**src/rtl/multicycle_ctrl.sv**
```systemverilog
// Multicycle MIPS control FSM: sequences IF, ID and 1-3 execute/memory/writeback states and drives every datapath select.
// Latency: outputs are registered alongside the state, so they always equal the decode of state_out; each state lasts one cycle unless stalled.
// Backpressure: holds in IF, MR and MW until MIO_ready; every other state ignores MIO_ready.
module multicycle_ctrl (
  input  logic        clk,
  input  logic        reset,
  input  logic [31:0] Inst_in,
  input  logic        zero,
  input  logic        overflow,
  input  logic        MIO_ready,
  output logic        MemRead,
  output logic        MemWrite,
  output logic        CPU_MIO,
  output logic        IorD,
  output logic        IRWrite,
  output logic [1:0]  RegDst,
  output logic        RegWrite,
  output logic [2:0]  MemtoReg,
  output logic        ALUSrcA,
  output logic [1:0]  ALUSrcB,
  output logic [1:0]  PCSource,
  output logic        PCWrite,
  output logic        PCWriteCond,
  output logic        Beq,
  output logic [2:0]  ALU_operation,
  output logic        EPCWrite,
  output logic        CauseWrite,
  output logic [1:0]  IntCause,
  output logic        Co0Write,
  output logic [4:0]  state_out
);

  typedef enum logic [4:0] {
    S_IF = 5'd0, S_ID = 5'd1, S_MA = 5'd2, S_MR = 5'd3, S_WL = 5'd4, S_MW = 5'd5,
    S_EXR = 5'd6, S_WR = 5'd7, S_EXI = 5'd8, S_WI = 5'd9, S_LUI = 5'd10, S_BR = 5'd11,
    S_J = 5'd12, S_JAL = 5'd13, S_JR1 = 5'd14, S_JR2 = 5'd15, S_MFC0 = 5'd16, S_TRAP = 5'd17
  } state_t;

  typedef struct packed {
    logic       mem_read;
    logic       mem_write;
    logic       iord;
    logic       ir_write;
    logic [1:0] reg_dst;
    logic       reg_write;
    logic [2:0] mem_to_reg;
    logic       alu_src_a;
    logic [1:0] alu_src_b;
    logic [1:0] pc_source;
    logic       pc_write;
    logic       pc_write_cond;
    logic       beq;
    logic [2:0] alu_op;
    logic       epc_write;
    logic       cause_write;
    logic [1:0] int_cause;
  } ctrl_t;

  localparam logic [5:0] OP_RTYPE = 6'h00, OP_J = 6'h02, OP_JAL = 6'h03, OP_BEQ = 6'h04;
  localparam logic [5:0] OP_BNE = 6'h05, OP_ADDI = 6'h08, OP_SLTI = 6'h0A, OP_LUI = 6'h0F;
  localparam logic [5:0] OP_COP0 = 6'h10, OP_LW = 6'h23, OP_SW = 6'h2B;
  localparam logic [5:0] F_SRL = 6'h02, F_JR = 6'h08, F_ADD = 6'h20, F_ADDU = 6'h21;
  localparam logic [5:0] F_SUB = 6'h22, F_SUBU = 6'h23, F_AND = 6'h24, F_OR = 6'h25;
  localparam logic [5:0] F_XOR = 6'h26, F_NOR = 6'h27, F_SLT = 6'h2A;
  localparam logic [2:0] ALU_AND = 3'b000, ALU_OR = 3'b001, ALU_ADD = 3'b010, ALU_XOR = 3'b011;
  localparam logic [2:0] ALU_NOR = 3'b100, ALU_SRL = 3'b101, ALU_SUB = 3'b110, ALU_SLT = 3'b111;

  state_t     state, nxt;
  logic [1:0] cause, nxt_cause;
  ctrl_t      ctrl;

  // The branch decision on zero is made in the datapath from PCWriteCond/Beq, not here.
  logic unused_zero;
  assign unused_zero = zero;

  function automatic logic [2:0] r_alu_op(input logic [5:0] fn);
    logic [2:0] op;
    op = ALU_ADD;
    case (fn)
      F_ADD, F_ADDU: op = ALU_ADD;
      F_SUB, F_SUBU: op = ALU_SUB;
      F_AND:         op = ALU_AND;
      F_OR:          op = ALU_OR;
      F_XOR:         op = ALU_XOR;
      F_NOR:         op = ALU_NOR;
      F_SLT:         op = ALU_SLT;
      F_SRL:         op = ALU_SRL;
      default:       op = ALU_ADD;
    endcase
    return op;
  endfunction

  function automatic logic r_alu_legal(input logic [5:0] fn);
    logic ok;
    ok = 1'b0;
    case (fn)
      F_ADD, F_ADDU, F_SUB, F_SUBU, F_AND, F_OR, F_XOR, F_NOR, F_SLT, F_SRL: ok = 1'b1;
      default: ok = 1'b0;
    endcase
    return ok;
  endfunction

  function automatic state_t next_state(input state_t s, input logic [31:0] inst,
                                        input logic rdy, input logic ovf);
    state_t     n;
    logic [5:0] op;
    logic [5:0] fn;
    n  = S_IF;
    op = inst[31:26];
    fn = inst[5:0];
    case (s)
      S_IF: n = rdy ? S_ID : S_IF;
      S_ID: begin
        case (op)
          OP_RTYPE: begin
            if (fn == F_JR)            n = S_JR1;
            else if (r_alu_legal(fn))  n = S_EXR;
            else                       n = S_TRAP;
          end
          OP_LW, OP_SW:     n = S_MA;
          OP_BEQ, OP_BNE:   n = S_BR;
          OP_ADDI, OP_SLTI: n = S_EXI;
          OP_LUI:           n = S_LUI;
          OP_J:             n = S_J;
          OP_JAL:           n = S_JAL;
          OP_COP0:          n = (inst[25:21] == 5'd0) ? S_MFC0 : S_TRAP;
          default:          n = S_TRAP;
        endcase
      end
      S_MA:  n = (op == OP_LW) ? S_MR : S_MW;
      S_MR:  n = rdy ? S_WL : S_MR;
      S_MW:  n = rdy ? S_IF : S_MW;
      // Only the signed add/sub trap; addu/subu ignore the overflow flag.
      S_EXR: n = (ovf && (fn == F_ADD || fn == F_SUB)) ? S_TRAP : S_WR;
      S_EXI: n = (ovf && op == OP_ADDI) ? S_TRAP : S_WI;
      S_JR1: n = S_JR2;
      default: n = S_IF;
    endcase
    return n;
  endfunction

  function automatic ctrl_t decode(input state_t s, input logic [31:0] inst, input logic [1:0] c);
    ctrl_t o;
    o = '0;
    case (s)
      S_IF: begin
        o.iord = 1'b1; o.mem_read = 1'b1; o.ir_write = 1'b1; o.alu_src_a = 1'b1;
        o.alu_src_b = 2'b01; o.alu_op = ALU_ADD; o.pc_write = 1'b1; o.pc_source = 2'b00;
      end
      S_ID:  begin o.alu_src_a = 1'b1; o.alu_src_b = 2'b11; o.alu_op = ALU_ADD; end
      S_MA:  begin o.alu_src_b = 2'b10; o.alu_op = ALU_ADD; end
      S_MR:  o.mem_read = 1'b1;
      S_WL:  begin o.mem_to_reg = 3'b001; o.reg_write = 1'b1; end
      S_MW:  o.mem_write = 1'b1;
      S_EXR: o.alu_op = r_alu_op(inst[5:0]);
      S_WR:  begin o.reg_dst = 2'b01; o.reg_write = 1'b1; end
      S_EXI: begin
        o.alu_src_b = 2'b10;
        o.alu_op    = (inst[31:26] == OP_SLTI) ? ALU_SLT : ALU_ADD;
      end
      S_WI:  o.reg_write = 1'b1;
      S_LUI: begin o.mem_to_reg = 3'b010; o.reg_write = 1'b1; end
      S_BR:  begin
        o.alu_op = ALU_SUB; o.pc_write_cond = 1'b1; o.pc_source = 2'b01;
        o.beq    = (inst[31:26] == OP_BEQ);
      end
      S_J:   begin o.pc_write = 1'b1; o.pc_source = 2'b10; end
      // PC already holds PC+4 here, so $31 gets the correct return address.
      S_JAL: begin
        o.pc_write = 1'b1; o.pc_source = 2'b10; o.reg_dst = 2'b10;
        o.mem_to_reg = 3'b011; o.reg_write = 1'b1;
      end
      S_JR1: o.alu_op = ALU_ADD;
      S_JR2: begin o.pc_write = 1'b1; o.pc_source = 2'b01; end
      S_MFC0: begin o.mem_to_reg = 3'b100; o.reg_write = 1'b1; end
      // PC-4 recovers the faulting instruction's address for EPC.
      S_TRAP: begin
        o.alu_src_a = 1'b1; o.alu_src_b = 2'b01; o.alu_op = ALU_SUB;
        o.epc_write = 1'b1; o.cause_write = 1'b1; o.int_cause = c;
        o.pc_write  = 1'b1; o.pc_source = 2'b11;
      end
      default: o = '0;
    endcase
    return o;
  endfunction

  assign nxt = next_state(state, Inst_in, MIO_ready, overflow);
  // Cause is latched on the edge that enters TRAP: illegal from ID, overflow from execute.
  assign nxt_cause = (nxt == S_TRAP && state != S_TRAP) ? ((state == S_ID) ? 2'b01 : 2'b10) : cause;

  // State, cause and the registered decode of the next state advance together.
  always_ff @(posedge clk or posedge reset) begin
    if (reset) begin
      state <= S_IF;
      cause <= 2'b00;
      ctrl  <= decode(S_IF, 32'd0, 2'b00);
    end else begin
      state <= nxt;
      cause <= nxt_cause;
      ctrl  <= decode(nxt, Inst_in, nxt_cause);
    end
  end

  assign MemRead       = ctrl.mem_read;
  assign MemWrite      = ctrl.mem_write;
  assign CPU_MIO       = ctrl.mem_read | ctrl.mem_write;
  assign IorD          = ctrl.iord;
  assign IRWrite       = ctrl.ir_write;
  assign RegDst        = ctrl.reg_dst;
  assign RegWrite      = ctrl.reg_write;
  assign MemtoReg      = ctrl.mem_to_reg;
  assign ALUSrcA       = ctrl.alu_src_a;
  assign ALUSrcB       = ctrl.alu_src_b;
  assign PCSource      = ctrl.pc_source;
  assign PCWrite       = ctrl.pc_write;
  assign PCWriteCond   = ctrl.pc_write_cond;
  assign Beq           = ctrl.beq;
  assign ALU_operation = ctrl.alu_op;
  assign EPCWrite      = ctrl.epc_write;
  assign CauseWrite    = ctrl.cause_write;
  assign IntCause      = ctrl.int_cause;
  assign Co0Write      = 1'b0;
  assign state_out     = state;

endmodule

```
**config.mk**
```make
export PLATFORM = sky130hd
export DESIGN_NAME = multicycle_ctrl
export DESIGN_NICKNAME = d
export VERILOG_FILES = /design/src/rtl/multicycle_ctrl.sv
export SDC_FILE = /design/constraint.sdc
export NUM_CORES = 1
export LEC_CHECK = 0
export ABC_CLOCK_PERIOD_IN_PS = 3400
export CAP_MARGIN = 30
export CORE_MARGIN = 5
export CORE_UTILIZATION = 40
export CTS_BUF_LIST = sky130_fd_sc_hd__clkbuf_8
export DETAILED_ROUTE_END_ITERATION = 8
export PLACE_DENSITY = 0.74
export REMOVE_ABC_BUFFERS = 1
export SYNTH_ARGS = -nofsm -noshare
export SYNTH_HDL_FRONTEND = slang
export SYNTH_SLANG_ARGS = --single-unit
export TNS_END_PERCENT = 100
```
**constraint.sdc**
```tcl
create_clock -name clk -period 3.4 [get_ports clk]
set_clock_uncertainty 0.1 [all_clocks]
set_input_delay 1.02 -clock clk [delete_from_list [all_inputs] [get_ports clk]]
set_output_delay 1.02 -clock clk [all_outputs]
set_load 0.01 [all_outputs]
```
# Word-level counts from Yosys, hierarchy flattened
# Index checks and enable logic that the tools add are counted.
dict set report totals {
  output_inout_bits 32
  inputBits 37
  ff_bits 32
  elab_cells 121
}
dict set report op_classes {
  n_reduce_logical 23
  n_bitwise 1
  n_mux 32
  n_eq_ne 46
}
# operator count
set ops {}
lappend ops {{$pmux 5 s8} 2}
lappend ops {{$eq 6x6->1 const B} 11}
lappend ops {{$eq 5x4->1 const B} 10}
lappend ops {{$eq 5x3->1 const B} 6}
lappend ops {{$eq 6x4->1 const B} 4}
lappend ops {{$pmux 3 s4} 2}
lappend ops {{$pmux 3 s7} 1}
lappend ops {{$eq 5x2->1 const B} 4}
lappend ops {{$mux 5} 4}
lappend ops {{$reduce_or 2->1} 10}
lappend ops {{$eq 6x2->1 const B} 3}
lappend ops {{$logic_not 5->1} 3}
lappend ops {{$eq 6x3->1 const B} 2}
lappend ops {{$mux 3} 4}
lappend ops {{$pmux 2 s3} 2}
lappend ops {{$mux 1} 11}
lappend ops {{$eq 5x1->1 const B} 2}
lappend ops {{$eq 5x5->1 const B} 2}
lappend ops {{$reduce_or 10->1} 1}
lappend ops {{$mux 2} 4}
lappend ops {{$eq 6x5->1 const B} 1}
lappend ops {{$logic_not 6->1} 1}
lappend ops {{$reduce_or 6->1} 1}
lappend ops {{$ne 5x5->1 const B} 1}
lappend ops {{other kinds (8)} 10}

# Longest topological paths before layout
# Gate-level depths: netlist (run 1).
dict set report depth {
  depth_word 14
  ltp_mapped 9
  mapped_depth_nobuf 8
}

# Worst setup path after synthesis (run 1)
# No wires, ideal clock.
dict set report synth_timing {
  path_type {input-to-reg}
  startpoint {input port Inst_in[27]}
  endpoint {register ctrl, in the netlist ALU_operation[1]}
  setup_time_ns 0.095
  path_buffers 1
  t_arrival_ns 2.681
  cell_stages 9
  required_ns 3.205
  path_slack_ns 0.524
  path_cell_list {buf_6 > or2_4 > a31o_1 > a22o_1 > a31oi_4 > inv_4 > or4_1 > nand3_1 > o311ai_1}
}
dict set report synth_via {
  elab_chain_cells 7
  word_cells_on_any_way 30
  classes_between {eq/ne: 17; mux: 5; reduce/logical: 8}
}
# item line_no
set synth_lines {}
lappend synth_lines {{start: declaration} 7} ;# input logic [31:0] Inst_in,
lappend synth_lines {{$eq 6x4->1, or another cell as far along} {114, 135}}
lappend synth_lines {{$reduce_or 2->1 or $logic_and 1x1->1 (tied branches)} {114, 135}}
lappend synth_lines {{$pmux 5 s8 or $mux 5 (tied branches)} {114, 135}}
lappend synth_lines {{$pmux 5 s8 (*)} 111} ;# case (s)
lappend synth_lines {{net nxt[3]} 68} ;# state_t state, nxt;
lappend synth_lines {{$eq 5x1->1, or another cell as far along} 145} ;# case (s)
lappend synth_lines {{$reduce_or 4->1 (no source line) or $reduce_or 2->1 (tied branches)} --}
lappend synth_lines {{$pmux 3 s4 (*)} 145}
lappend synth_lines {{end signal: assignment} 196} ;# ctrl <= decode(S_IF, 32'd0, 2'b00);
lappend synth_lines {{end signal: assignment} 200} ;# ctrl <= decode(nxt, Inst_in, nxt_cause);
lappend synth_lines {{end: declaration} 70} ;# ctrl_t ctrl;
# Mark *: on every way through the listed nets, which the timed path passes. The rest lies on a longest branch.

# Worst setup path after layout (run 1)
dict set report layout_timing {
  startpoint {input port Inst_in[26]}
  endpoint {register ctrl, in the netlist ALUSrcB[1]}
}
dict set report layout_via {
  elab_chain_cells 7
  word_cells_on_any_way 27
  classes_between {eq/ne: 14; mux: 5; reduce/logical: 8}
}
# item line_no
set layout_lines {}
lappend layout_lines {{$eq 6x4->1, or another cell as far along} 114} ;# case (op)
lappend layout_lines {{$reduce_or 2->1} 114}
lappend layout_lines {{$pmux 5 s8 (*)} 114}
lappend layout_lines {{$pmux 5 s8 (*)} 111}
lappend layout_lines {{net nxt[0]} 68}
lappend layout_lines {{$eq 5x5->1, or another cell as far along} 145}
lappend layout_lines {{$reduce_or 2->1 (no source line)} --}
lappend layout_lines {{$pmux 2 s3 (*)} 145}
# Marks and branches as above.

==> summary.txt, run 1 <==
Layout
  – N_diodes: 0
  – Layout Cells excl Fill: roughly 330
  – Final #Nets: 311
  – Share of layout cells above drive strength 1: a little under a quarter
  – Area Growth Syn to Fin: 47.0%
  – Fillers: 381

Worst hold path
  – HP Start: state_out[0]$_DFF_PP0_
  – Worst Hold Path EP: MemtoReg[0]$_DFF_PP0_
  – Hold depth: 2
  – Worst min path class: register to register

Timing
  – Final Max Slew Viols: 0
  – Worst Slack Setup Final: roughly 0.22 ns
  – RSZ-0062 raised after global routing: false
  – FMAX: ~310 MHz
  – Final min period: ~3.2 ns
  – Crit share post-route: between 90 and 100%
  – Final hold viol count: 0
  – Final setup violating endpoints: 0

Placed design
  – Number of placed instances, taps included: about 320
  – Pre-CTS WS: -0.0724 ns
  – Hpwl dp: 3.61 mm
  – PortBufs: 51
  – GPL Wtd Cong: around 0.93

Floorplanning
  – Chip width: 76.9 microns
  – FP Rows: 24
  – Core area: roughly 4400 sq um
  – Die height: between 70 and 80 microns
  – Starting Density: between 40 and 50%
  – Die ar.: 5910 sq um
  – Ports: 69

Yosys
  – Most frequent cell after synthesis: dfrtp_1
  – Synth Area in Compound Gates: roughly a fifth
  – Synthesis-stage register bit count: 28
  – Multiplexer area fraction after synthesis: approximately 2.4%
  – Top cells by count, synth: 22 x dfrtp_1, 19 x nor2_1, 18 x nand2_1
  – Area leader, netlist: dfrtp_1
  – Count of cell types in the netlist: slightly below 60
  – Top cells by area, synth: dfrtp_1 31%, dfstp_2 8.8%, nor2_1 4.0%
  – Post-synthesis area per instance: roughly 9.1 sq um
  – Post-Synthesis Cells: 197
  – Simple-gate share of the synthesized area: about 28%
  – Synth async-reset ratio: 100%
  – Synth top area share: between 30% and 40%
  – Post-synthesis xor/xnor area fraction: less than 1%
  – Adder-cell share of the synthesized area: 0%
  – Largest family of logic cells by synthesized area: simple AND/OR/NAND/NOR gates
  – Register area share after synthesis: 39.6%
  – Mapped cell area: about 1800 sq um
  – Synth Flop Type: dfrtp_1
  – Synth Warn #: 0
  – EDFF count, synth: 0

Clock tree
  – Worst-case clock buffer depth: 2
  – Clock sinks: 28
  – Clk slew on worst S/H paths: roughly 0.090 ns
  – CTS Buf Count: 3
  – Clock tree from TritonCTS: built
  – Clock Latency Late Sink: approximately 0.28 ns
  – Clock root buffer: clkbuf_8
  – Cts hold-fix bufs: 0
  – H-tree levels: 1

Power
  – Leak Pwr: approximately 1.2 nW
  – Max VDD drop: approximately 0.00022 V
  – PD cells: between 600 and 700 nW/um^2

Global routing
  – Remaining Overflow, GRT: 0
  – Number of global-route vias before repair: 1640
  – Gr usage total: between 15 and 20%
  – First-pass GRT wire length: a little under 8 mm
  – Pin count of the biggest net entering global routing: 29
  – Initial antenna violation count: 0

Setup path
  – Startpoint types: input port
  – Critical Path AT: about 3.3 ns
  – Worst path required time: about 3.5 ns
  – Worst R2R Start: state_out[3]$_DFF_PP0_
  – CP Class: input port to register
  – Worst-path maximum fanout: 7
  – Flop2flop setup slack: a little under 1 ns
  – Reg2reg path depth: 7
  – CP Capture Type: register
  – R2R Path End: ALU_operation[2]$_DFF_PP0_

Outcome
  – Status: complete, no violations

Drt
  – Per-cell routed wire length: ~14 microns
  – Detailed-route DRC error count: 0
  – ANT nets after route: 0
  – DRT Wirelength: around 4.5 mm
  – First-pass DRT Iterations: 4
  – Initial DRC Count: 95
  – Via/cell ratio: ~5.3
  – Via count: around 1700

Run
  – Maximum capacitance violations: 0
stage by stage:
step	setup TNS, ns	instance area (sq um)	power [W]	hold slack (ns)	util (%)
detailed placement	-0.532	2560	0.00135	0.689	58.8
CTS	0	2630	0.00161	0.717	60.4
floorplan	0	1700	0.000889	0.625	-
global placement	-0.0972	2560	0.00134	0.687	58.8
finish	0	2630	0.00160	0.718	60.4
global route	0	2630	0.00171	0.750	60.4
critical path, stage by stage:
cell	delay (ns)
clkdlybuf4s50_1	0.64
nand2_1	0.11
a2111oi_1	0.43
a211o_1	0.19
a31oi_1	0.11
a21oi_2	0.24
clkinv_2	0.15
buf_4	0.15
nor2_1	0.09
a32o_1	0.14
report_power, final:
group          total (W)  switching (W)  internal [W]  leakage (nW)
clock network   0.000256      0.0000985      0.000158        0.0357
logic           0.000835       0.000389      0.000447         0.764
registers       0.000511      0.0000639      0.000447         0.362
final cells by class:
cell class              count  area, sq um  area share, %
clock buffers               3         41.3           1.57
clock inverters             1         30.0           1.14
inverters                  13         52.6           2.00
multi-input cells         141          941           35.8
flip-flops and latches     28          708           26.9
well taps                  52         65.1           2.47
repair buffers             87          793           30.1
routing by layer:
metal / track usage, % / part of all wire (%)
met3: 1.52 / 6.0
met2: 25.5 / 47
met5: 0 / 0
met1: 21.1 / 45
met4: 6.82 / 1.8
kinds of logic (layout without fill, tap and decap cells):
logic type | count (synthesis) | count (layout)
compound gates | 47 | 47
xor+xnor | 2 | 2
buf+inv | 28 | 104
flops | 28 | 28
mux | 4 | 4
other cells | 1 | 1
simple gates | 87 | 87
sequential cells by signal (all words and copies together) (netlist names), 2 cells and up:
signal,count
PCSource,2
IntCause,2
ALU_operation,3
ALUSrcB,2
state_out,5
MemtoReg,3
RegDst,2
worst max path at each step:
stage | from | to | slack, ns | cells after the start
2_1_floorplan | Inst_in[21] | RegWrite$_DFF_PP0_ | 0.49 | 7
3_3_place_gp | Inst_in[26] | ALU_operation[1]$_DFF_PP1_ | -0.05 | 9
3_5_place_dp | Inst_in[26] | Beq$_DFF_PP0_ | -0.07 | 9
4_1_cts | Inst_in[26] | Beq$_DFF_PP0_ | 0.20 | 9
5_1_grt | Inst_in[26] | MemWrite$_DFF_PP0_ | 0.03 | 8
6_report | Inst_in[26] | ALUSrcB[1]$_DFF_PP0_ | 0.22 | 10
placed cells by master, fill, tap and decap left out, drive strengths merged, types with 2 or more instances in the layout:
| cell | n |
|---|---|
| clkdlybuf4s50 | 51 |
| buf | 36 |
| dfrtp | 22 |
| nor2 | 19 |
| nand2 | 18 |
| a21oi | 12 |
| inv | 12 |
| o21ai | 8 |
| nor3 | 8 |
| dfstp | 6 |
| nand3 | 6 |
| nand4 | 4 |
| nor3b | 4 |
| or2 | 4 |
| a31oi | 4 |
| nor4 | 4 |
| a211o | 3 |
| and3b | 3 |
| nor2b | 3 |
| clkbuf | 3 |
| o32ai | 3 |
| o21a | 2 |
| nor4bb | 2 |
| o22ai | 2 |
| mux2 | 2 |
| or4 | 2 |
| xnor2 | 2 |
| nand3b | 2 |
| a31o | 2 |
| a41o | 2 |
| and4b | 2 |
| mux2i | 2 |
| o211ai | 2 |
what timing repair did:
| item | 4_1_cts | 5_1_grt |
|---|---|---|
| gates resized for setup | 0 | 1 |
| buffers inserted | 0 | 0 |
| setup endpoints to repair | 0 | 5 |
Note: power is estimated with default switching activity, not from simulation.
==> inputs of run 2 (changes only) <==
--- a/config.mk
+++ b/config.mk
@@ -10,9 +10,11 @@
 export CORE_MARGIN = 5
 export CORE_UTILIZATION = 40
 export CTS_BUF_LIST = sky130_fd_sc_hd__clkbuf_8
+export CTS_CLUSTER_DIAMETER = 80
 export DETAILED_ROUTE_END_ITERATION = 8
 export PLACE_DENSITY = 0.74
 export REMOVE_ABC_BUFFERS = 1
+export SLEW_MARGIN = 20
 export SYNTH_ARGS = -nofsm -noshare
 export SYNTH_HDL_FRONTEND = slang
 export SYNTH_SLANG_ARGS = --single-unit
==> results of run 2 <==
The final DEF is identical to that of run 1; final timing and power are the same.
==> inputs of run 3 (changes only) <==
--- a/config.mk
+++ b/config.mk
@@ -5,6 +5,7 @@
 export SDC_FILE = /design/constraint.sdc
 export NUM_CORES = 1
 export LEC_CHECK = 0
+export ABC_AREA = 1
 export ABC_CLOCK_PERIOD_IN_PS = 3400
 export CAP_MARGIN = 30
 export CORE_MARGIN = 5
==> summary.txt, run 3 <==
Worst hold path
  – Worst Hold Path EP: MemtoReg[0]$_DFF_PP0_
  – Worst min path class: register to register
  – Hold depth: 2
  – HP Start: state_out[1]$_DFF_PP0_

Global routing
  – First-pass GRT wire length: between 7 and 8 mm
  – Remaining Overflow, GRT: 0
  – Gr usage total: about 14%
  – Pin count of the biggest net entering global routing: 29
  – Initial antenna violation count: 0
  – Number of global-route vias before repair: ~1600

Yosys
  – Register area share after synthesis: 38.8%
  – Synth Warn #: 0
  – Top cells by area, synth: dfrtp_1 30%, dfstp_2 8.6%, nand2_1 8.6%
  – Post-synthesis area per instance: 7.67 sq um
  – Post-Synthesis Cells: roughly 240
  – Area leader, netlist: dfrtp_1
  – Count of cell types in the netlist: 35
  – Synth top area share: ~30%
  – Mapped cell area: 1830 sq um
  – Most frequent cell after synthesis: nand2_1
  – EDFF count, synth: 0
  – Synth Flop Type: dfrtp_1
  – Top cells by count, synth: 42 x nand2_1, 31 x nor2_1, 28 x nand3_1
  – Synth async-reset ratio: 100%
  – Synthesis-stage register bit count: 28

Clock tree
  – Clock tree from TritonCTS: built
  – Clk slew on worst S/H paths: 0.09 ns
  – Post-CTS setup buffers: 0
  – CTS Buf Count: 3
  – H-tree levels: 1
  – Clock sinks: 28
  – CTS resizes: 0
  – Clock Latency Late Sink: ~0.28 ns
  – Worst-case clock buffer depth: 2
  – Clock root buffer: clkbuf_8
  – Cts hold-fix bufs: 0

Timing
  – Final hold viol count: 0
  – Crit share post-route: a little over four fifths
  – FMAX: roughly 350 MHz
  – Final setup violating endpoints: 0
  – Final TNS setup: 0 ns
  – RSZ-0062 raised after global routing: false
  – Final Max Slew Viols: 0
  – Hold slack final: roughly 0.63 ns
  – Final min period: roughly 2.9 ns

Outcome
  – Status: complete, no violations

Placed design
  – Number of placed instances, taps included: approximately 340
  – Hpwl dp: roughly 3.5 mm
  – PortBufs: about 50
  – GPL Wtd Cong: roughly 0.97

Layout
  – Most common cell after layout, fill and taps aside: clkdlybuf4s50_1
  – Max FFs per register: 5
  – Leading cell types in the layout, fill and taps excluded: 51 x clkdlybuf4s50_1, 42 x nand2_1, 31 x nor2_1
  – Final core utilization: a little under three fifths
  – Share of layout cells above drive strength 1: approximately a fifth
  – Area Growth Syn to Fin: 34.6%
  – Layout Cells excl Fill: about 340
  – N_diodes: 0
  – Final #Nets: 329

Floorplanning
  – FP Rows: 24
  – Core area: 4380 sq um
  – Die height: between 70 and 80 microns
  – Ports: 69
  – Die ar.: 6010 sq um
  – Starting Density: about two fifths
  – Chip width: between 70 and 80 microns

Setup path
  – CP most frequent cell: nor2_4
  – Reg2reg path depth: 12
  – Worst R2R Start: state_out[4]$_DFF_PP0_
  – Worst path cell trace: clkdlybuf4s50_1 > nand2_2 > nor2_2 > nand3_1 > nand2_1 > nand2_1 > nor3_4 > nand2_2 > nor2_4 > inv_2 > nor2_4 > nor2_4 > nand3_2
  – CP Class: input port to register
  – Critical Path AT: roughly 3.0 ns
  – CP peak stage delay: 0.53 ns
  – R2R Path End: ALU_operation[2]$_DFF_PP0_
  – Startpoint types: input port
  – Worst path required time: about 3.5 ns
  – Worst-path maximum fanout: 5
  – Flop2flop setup slack: ~1.3 ns
  – Worst-path cell with the longest stage delay: clkdlybuf4s50_1
  – CP Capture Type: register

Drt
  – First-pass DRT Iterations: 4
  – Via count: between 1500 and 2000
  – Initial DRC Count: approximately 130
  – DRT Wirelength: 4.14 mm
  – Per-cell routed wire length: 12.1 microns
  – Detailed-route DRC error count: 0
  – ANT nets after route: 0
  – Via/cell ratio: 4.97

Power
  – PD cells: between 600 and 700 nW/um^2
  – Leak Pwr: between 1 and 1.5 nW
  – Max VDD drop: between 0.0002 and 0.00025 V

Run
  – Maximum capacitance violations: 0
==> run 3: cell types whose count changed after synthesis, moves of 6 or more <==
cell / delta
nor2_1: +12
inv_1: +15
nor2_2: +12
buf_2: -6
nor2_4: +6
nand2_1: +24
inv_2: +9
nand3_1: +22
a21oi_1: -10
==> run 3: worst max path at each step <==
stage                           start                    endpoint  cells past startpoint
after global routing       Inst_in[3]               Beq$_DFF_PP0_                     12
after CTS                  Inst_in[3]  ALU_operation[1]$_DFF_PP1_                     14
final                      Inst_in[5]  ALU_operation[2]$_DFF_PP0_                     13
after floorplan           Inst_in[31]  ALU_operation[2]$_DFF_PP0_                     12
after detailed placement   Inst_in[3]  ALU_operation[1]$_DFF_PP1_                     14
after global placement     Inst_in[3]  ALU_operation[2]$_DFF_PP0_                     14
==> run 3: logic make-up after synthesis <==
logic type / count (synthesis) / share of synthesized area (%)
other: 1 / 0.205
DFF: 28 / 38.8
AOI/OAI and AO/OA: 14 / 5.14
buffers and inverters: 39 / 8.77
and+or+nand+nor: 156 / 47.1
==> run 3: critical path: cells and delay by family <==
kind	cells	cell delay (ns)
AND/OR/NAND/NOR	11	1.37
buffers and inverters	2	0.59
==> run 3: area by class of cell <==
type | count | area [sq um]
clock buffers | 3 | 41.3
flip-flops and latches | 28 | 708
multi-input cells | 171 | 957
inverters | 36 | 138
well taps | 52 | 65.1
fillers | 430 | 1930
clock inverters | 1 | 30.0
repair buffers | 52 | 518
==> run 3: power breakdown <==
| group | leakage, nW | internal, W | switching [W] |
|---|---|---|---|
| Clock | 0.0357 | 0.000158 | 0.000101 |
| Combinational | 0.792 | 0.000331 | 0.000405 |
| Sequential | 0.363 | 0.000446 | 0.0000449 |
| Total | 1.19 | 0.000935 | 0.000550 |
==> run 3: metrics by stage <==
step           setup WS (ns)  power, W  instance area [sq um]
3_5_place_dp           0.222   0.00124                   2390
4_1_cts                0.508   0.00150                   2460
5_1_grt                0.288   0.00158                   2460
3_3_place_gp           0.248   0.00123                   2390
6_report               0.526   0.00149                   2460
2_1_floorplan           1.01  0.000934                   1800
==> run 3: routing by layer <==
layer,GRT usage [%],up-vias,wire length [microns]
met5,0,-,0
met4,4.64,0,61
met3,2.20,5,288
met2,25.0,49,2060
met1,18.1,772,1730
li1,-,880,-
